==> src/rtl/instr_encoder.sv <==
// ============================================================================
//  Module      : instr_encoder
//  Description : Builds 32-bit ARM-format instruction words from field-level
//                requests through a one-entry encode stage and an output FIFO.
//  Revision    : 1.0 - initial release
// ============================================================================
`default_nettype none

module instr_encoder #(
    parameter int FIFO_DEPTH = 4,
    parameter int CNT_W      = 16
) (
    input  logic                            clk,
    input  logic                            rst,
    input  logic                            in_valid,
    output logic                            in_ready,
    input  logic [1:0]                      in_type,
    input  logic [2:0]                      in_sub,
    input  logic [3:0]                      in_cond,
    input  logic [3:0]                      in_opcode,
    input  logic                            in_s,
    input  logic [3:0]                      in_rn,
    input  logic [3:0]                      in_rd,
    input  logic [11:0]                     in_op2,
    input  logic [5:0]                      in_mem_flags,
    input  logic                            in_link,
    input  logic [23:0]                     in_imm24,
    output logic                            out_valid,
    input  logic                            out_ready,
    output logic [31:0]                     out_instr,
    output logic                            err,
    output logic [CNT_W-1:0]                instr_count,
    output logic [$clog2(FIFO_DEPTH):0]     fifo_level
);

    localparam int              PTR_W   = $clog2(FIFO_DEPTH);
    localparam int              LVL_W   = PTR_W + 1;
    localparam logic [LVL_W:0]  C_DEPTH = (LVL_W + 1)'(FIFO_DEPTH);

    logic              r_stg_valid;
    logic [1:0]        r_type;
    logic [2:0]        r_sub;
    logic [3:0]        r_cond;
    logic [3:0]        r_opcode;
    logic              r_s;
    logic [3:0]        r_rn;
    logic [3:0]        r_rd;
    logic [11:0]       r_op2;
    logic [5:0]        r_mflags;
    logic              r_link;
    logic [23:0]       r_imm24;

    logic [31:0]       r_mem [FIFO_DEPTH];
    logic [PTR_W-1:0]  r_wptr;
    logic [PTR_W-1:0]  r_rptr;
    logic [LVL_W-1:0]  r_level;
    logic [CNT_W-1:0]  r_count;
    logic              r_err;

    logic [31:0]       w_word;
    logic              w_legal;
    logic              w_acc;
    logic              w_push;
    logic              w_pop;
    logic [LVL_W:0]    w_occ;

    // Occupancy counts the staged word so a push always finds room; pops are
    // deliberately not credited to keep out_ready off the in_ready path.
    assign w_occ     = {1'b0, r_level} + {{LVL_W{1'b0}}, r_stg_valid};
    assign in_ready  = !rst && (w_occ < C_DEPTH);
    assign w_acc     = in_valid && in_ready;
    assign w_push    = r_stg_valid && w_legal;
    assign out_valid = (r_level != '0);
    assign w_pop     = out_valid && out_ready;
    assign out_instr = out_valid ? r_mem[r_rptr] : 32'h0;

    assign err         = r_err;
    assign instr_count = r_count;
    assign fifo_level  = r_level;

    always_comb begin
        w_word  = 32'h0;
        w_legal = 1'b0;
        case (r_type)
            2'b01: begin
                case (r_sub)
                    3'b001: begin
                        w_word  = {r_cond, 2'b00, 1'b1, r_opcode, r_s, r_rn, r_rd, r_op2};
                        w_legal = 1'b1;
                    end
                    3'b010: begin
                        w_word  = {r_cond, 2'b00, 1'b0, r_opcode, r_s, r_rn, r_rd,
                                   r_op2[11:5], 1'b0, r_op2[3:0]};
                        w_legal = 1'b1;
                    end
                    3'b011: begin
                        w_word  = {r_cond, 2'b00, 1'b0, r_opcode, r_s, r_rn, r_rd,
                                   r_op2[11:8], 1'b0, r_op2[6:5], 1'b1, r_op2[3:0]};
                        w_legal = 1'b1;
                    end
                    default: begin
                        w_word  = 32'h0;
                        w_legal = 1'b0;
                    end
                endcase
            end
            2'b10: begin
                w_word  = {r_cond, 2'b01, r_mflags, r_rn, r_rd, r_op2};
                w_legal = 1'b1;
            end
            2'b11: begin
                w_word  = {r_cond, 3'b101, r_link, r_imm24};
                w_legal = 1'b1;
            end
            default: begin
                w_word  = 32'h0;
                w_legal = 1'b0;
            end
        endcase
    end

    always_ff @(posedge clk) begin
        if (w_acc) begin
            r_type   <= in_type;
            r_sub    <= in_sub;
            r_cond   <= in_cond;
            r_opcode <= in_opcode;
            r_s      <= in_s;
            r_rn     <= in_rn;
            r_rd     <= in_rd;
            r_op2    <= in_op2;
            r_mflags <= in_mem_flags;
            r_link   <= in_link;
            r_imm24  <= in_imm24;
        end
    end

    always_ff @(posedge clk) begin
        if (w_push && !rst) begin
            r_mem[r_wptr] <= w_word;
        end
    end

    always_ff @(posedge clk) begin
        if (rst) begin
            r_stg_valid <= 1'b0;
            r_wptr      <= '0;
            r_rptr      <= '0;
            r_level     <= '0;
            r_count     <= '0;
            r_err       <= 1'b0;
        end else begin
            r_stg_valid <= w_acc;
            r_err       <= r_stg_valid && !w_legal;
            if (w_push) begin
                r_wptr  <= r_wptr + 1'b1;
                r_count <= r_count + 1'b1;
            end
            if (w_pop) begin
                r_rptr <= r_rptr + 1'b1;
            end
            case ({w_push, w_pop})
                2'b10:   r_level <= r_level + 1'b1;
                2'b01:   r_level <= r_level - 1'b1;
                default: r_level <= r_level;
            endcase
        end
    end

endmodule

`default_nettype wire
==> config.mk <==
export PLATFORM = sky130hd
export DESIGN_NAME = instr_encoder
export DESIGN_NICKNAME = d
export VERILOG_FILES = /design/src/rtl/instr_encoder.sv
export SDC_FILE = /design/constraint.sdc
export NUM_CORES = 1
export LEC_CHECK = 0
export CORE_MARGIN = 3
export CORE_UTILIZATION = 55
export CTS_CLUSTER_DIAMETER = 200
export DETAILED_ROUTE_END_ITERATION = 16
export GPL_TIMING_DRIVEN = 0
export PLACE_DENSITY = 0.77
export SYNTH_ARGS = -nofsm -noshare
export SYNTH_HDL_FRONTEND = slang
export SYNTH_SLANG_ARGS = --single-unit
export TNS_END_PERCENT = 1
==> constraint.sdc <==
create_clock -name clk -period 6.5 [get_ports clk]
set_input_delay 0.65 -clock clk [delete_from_list [all_inputs] [get_ports clk]]
set_output_delay 0.65 -clock clk [all_outputs]
set_load 0.02 [all_outputs]
==> impl_results.rst <==
.. list-table::
   :header-rows: 1

   * - Metric
     - Value
   * - Period minus WS final
     - 3.44 ns
   * - Total buffers and inverters traversed by the critical path
     - 3
   * - R2R cell count
     - 7
   * - Critical Path Start Type
     - flop
   * - Number of endpoints with negative hold slack in the final report
     - 0
   * - TritonCTS clock tree
     - built
   * - Hold depth
     - 2
   * - Master cell of the clock root buffer
     - clkbuf_16
   * - Synthesized-area fraction occupied by ao, oa, aoi and oai cells
     - 4.77%
   * - Core utilization of the finished layout
     - between 70% and 80%
   * - TritonCTS Buffers
     - 23
   * - DP HPWL
     - 12.1 mm
   * - Share of post-route cells with drive strength above 1
     - approximately 13%
   * - Slack of the worst reg-to-reg path
     - 3.23 ns
   * - Wire length of the first global-routing pass
     - 27.7 mm
   * - Final layout net count
     - 747
   * - Max clock buf depth
     - 3
   * - Area of the die
     - 17100 um2
   * - Global router's overall resource usage
     - about a fifth
   * - Tightest Hold Check Type
     - reg -> reg
   * - Violation count after the first detailed-route iteration
     - 356
   * - Remaining design rule violation count
     - 0
   * - Number of storage elements in the synthesis netlist
     - 220
   * - Top Family by Delay on Critical Path
     - buffers and inverters
   * - Sequential cell area fraction in the yosys report
     - 73.9%
   * - Unrepaired setup endpoints after global routing
     - false
   * - Reg-to-Reg Start
     - r_sub[2]$_DFFE_PP_
   * - Setup Skew
     - 0.00919 ns
   * - Main combinational cell family by area after synthesis
     - multiplexers
   * - Port Buffers
     - 122
   * - Number of vias in the routed layout
     - around 5100
   * - Maximum number of pins on one net before global-route repair
     - 66
   * - Worst reg2reg path endpoint
     - r_mem[0][9]$_DFFE_PP_
   * - CTS clk-pin slew, worst paths
     - about 0.06 ns
   * - Top metal layer carrying routed signals
     - met4
   * - Number of cells produced by synthesis
     - 512
   * - Cell area after synthesis
     - around 8600 um2
   * - Result of the run
     - finished, final reports clean
   * - Clock sink count
     - 220
   * - Count of antenna-violating nets left after detailed routing
     - 0
   * - Cell Chain, Critical Path
     - clkbuf_1 -> buf_2 -> mux4_2 -> and2_1 -> clkdlybuf4s50_1
   * - Cell at the slowest stage of the critical path
     - clkdlybuf4s50_1
   * - Number of diodes
     - 0
   * - Final worst hold slack
     - ~0.50 ns
   * - Synth cell types
     - 37
   * - Worst slew margin relative to its limit
     - 42.0%
   * - Via count of the first global-routing pass
     - a little over 5000
   * - RD Place Congestion
     - 0.865
   * - Yosys warning count
     - 0
   * - Total of endpoints with negative setup slack in the final report
     - 0
   * - Initial core utilization
     - 56.4%
   * - Worst path arrival time
     - 2.79 ns
   * - Total negative setup slack
     - 0 ns
   * - Count of buffers added by post-CTS timing repair for setup
     - 0
   * - Maximum clock rate
     - 291 MHz
   * - Post-synthesis average cell area
     - ~17 um2
   * - Deepest level of the CTS H-tree
     - 1
   * - Top-level port count
     - 123
   * - Post-CTS sizing
     - 0
   * - Post-route cell area
     - 10900 um2
   * - Placement Cell Area
     - 10200 um2
   * - Clock insertion delay at the later pin of the skew report
     - just under 0.5 ns
   * - Critical path's largest stage delay
     - 0.57 ns
   * - Simple-gate share of the synthesized area
     - 8.80%
   * - Critical Path Sink Type
     - primary output
   * - Core Area
     - between 15000 and 20000 um2
   * - Arithmetic-cell share of the synthesized area counting full adders, half adders and majority gates
     - 1.11%
   * - Hold path start
     - instr_count[15]$_SDFFE_PP0P_
   * - Areal power density over the cells
     - 340 nW/um2
   * - Worst Hold Endpoint
     - instr_count[15]$_SDFFE_PP0P_
   * - GR Overflow Total
     - 0
   * - Die Width
     - about 130 um
   * - Class of the most critical setup path
     - reg -> out
   * - Slew at the pin closest to its max-slew limit
     - 0.870 ns
   * - Area grow syn2layout
     - 27.4%
   * - Average wire per cell in the routed design
     - slightly above 20 um
   * - Fill cell instance count of the final layout
     - 998
   * - Initial antenna violation count
     - 0
   * - Number of max-slew violations in the final report
     - 0
   * - Final wirelength
     - 17.9 mm
   * - 1st-pass router iterations
     - 5
   * - Required time reported for the critical path endpoint
     - 5.85 ns
   * - Worst vdd ir
     - ~200 uV
   * - M1 wire length
     - roughly 7.5 mm
   * - Die height
     - 131 um
   * - Static leakage power
     - 3.59 nW
   * - DR vias/cell
     - just under 6
   * - Number of hold buffers added after CTS
     - 0
   * - Largest driver fanout on the critical path
     - 10
   * - Placement Rows
     - 45
   * - Synthesized-area fraction occupied by xor and xnor cells
     - 0.511%
   * - Synthesized netlist net count
     - 588
   * - Number of max-capacitance violations reported
     - 0
   * - Share of cell area taken by muxes after synthesis
     - slightly above 9%
   * - Met3 Routed Length
     - 923 um
   * - Routed wl met2
     - 9.09 mm
   * - Final worst-path cycle share
     - 52.9%
cell families after synthesis:
family | after synthesis
xor gates and xnor gates | 5
buffers and inverters | 34
and+or+nand+nor | 142
muxes | 38
DFF | 220
adders and majority gates | 7
AOI/OAI and AO/OA | 66
metal layers:
| layer | vias up | global-route usage, % |
|---|---|---|
| met4 | 0 | 5.93 |
| met2 | 165 | 35.7 |
| met5 | - | 0 |
| li1 | 2309 | - |
| met3 | 29 | 3.50 |
| met1 | 2603 | 28.9 |
worst max-delay path by stage:
stage	startpoint	end	cells after the start
floorplan	r_sub[2]$_DFFE_PP_	r_mem[1][0]$_DFFE_PP_	4
global placement	r_sub[2]$_DFFE_PP_	r_mem[1][10]$_DFFE_PP_	4
detailed placement	r_sub[2]$_DFFE_PP_	r_mem[0][10]$_DFFE_PP_	7
CTS	flop	out_instr[17]	5
global route	flop	out_instr[17]	5
finish	flop	out_instr[13]	5
sequential cells by signal (all words and copies together), names as in the netlist, 6 cells and up, named ones only:
name and cells:
instr_count 16, r_imm24 24, r_mem 128, r_mflags 6
r_op2 12
Yosys cell counts:
cell      instances  area share, %
a21oi_1          17           0.99
a22o_1            9           0.92
a311oi_1          1           0.10
a32o_1            1           0.12
and2_1           41            3.0
and4_1            3           0.31
buf_1             4           0.18
buf_2             5           0.29
buf_6             2           0.26
clkbuf_1         15           0.66
clkinv_1          1          0.044
dfxtp_1          27            6.3
edfxtp_1        193             68
fa_1              1           0.23
ha_1              6           0.88
inv_1             7           0.31
mux2_2            6           0.79
mux4_2           32            8.4
nand2_1          44            1.9
nand2b_1          1          0.073
nand3_1          10           0.58
nand3b_1          1          0.088
nand4_1           3           0.22
nor2_1           13           0.57
nor2b_1           4           0.29
nor3_1            3           0.18
nor3b_1           4           0.35
nor4_1            1          0.073
o21ai_0          25            1.5
o21ba_1           1           0.12
o21bai_1          1          0.088
o22a_1            1           0.10
o31ai_1          10           0.88
or3_1             5           0.36
or4_1             9           0.79
xnor2_1           1           0.10
xor2_1            4           0.41
layout by cell type, fill, tap and decap left out, types with 3 or more instances in the layout:
cell,synthesis,routed
inv_1,7,7
ha_1,6,6
and4_1,3,3
o31ai_1,10,10
edfxtp_1,193,193
buf_8,0,5
buf_6,2,8
o21ai_0,25,25
clkdlybuf4s50_1,0,122
nand2_1,44,44
nand3_1,10,10
clkbuf_16,0,23
nor2b_1,4,4
a21oi_1,17,17
or4_1,9,9
clkinv_1,1,6
nor3_1,3,3
nor3b_2,0,4
and2_1,41,40
buf_2,5,5
mux2_2,6,6
clkbuf_1,15,21
mux4_2,32,32
xor2_1,4,4
nor2_1,13,13
a22o_1,9,9
nand4_1,3,3
dfxtp_1,27,27
or3_1,5,5
buf_1,4,4
power by group:
group          internal (mW)  switching, mW
clock                  0.751          0.496
combinational          0.400          0.443
sequential              1.60         0.0240
per-stage QoR:
step	worst slack, ns	instances	power [mW]
2_1_floorplan	2.46	512	2.13
3_3_place_gp	0.272	822	2.49
6_report	3.06	875	3.72
5_1_grt	2.91	875	3.87
3_5_place_dp	3.20	834	2.51
4_1_cts	3.01	875	3.75
worst reg2reg max path, stage by stage (launching register included):
cell and delay [ns]:
edfxtp_1 0.41, nand2b_1 0.20, o21bai_1 0.65, nand2_1 0.35
nor3b_2 0.73, buf_6 0.25, buf_8 0.16, buf_4 0.22
cell type report:
class / count / area, um2 / area share, %
Timing Repair Buffer: 134 / 1370 / 12.5
Clock buffer: 31 / 626 / 5.72
Clock inverter: 10 / 98.8 / 0.904
Multi-Input combinational cell: 258 / 2110 / 19.3
Sequential cell: 220 / 6340 / 58.0
Inverter: 8 / 30.0 / 0.275
Buffer: 26 / 119 / 1.09
Tap cell: 188 / 235 / 2.15
Power figures use the tool's default switching activity.
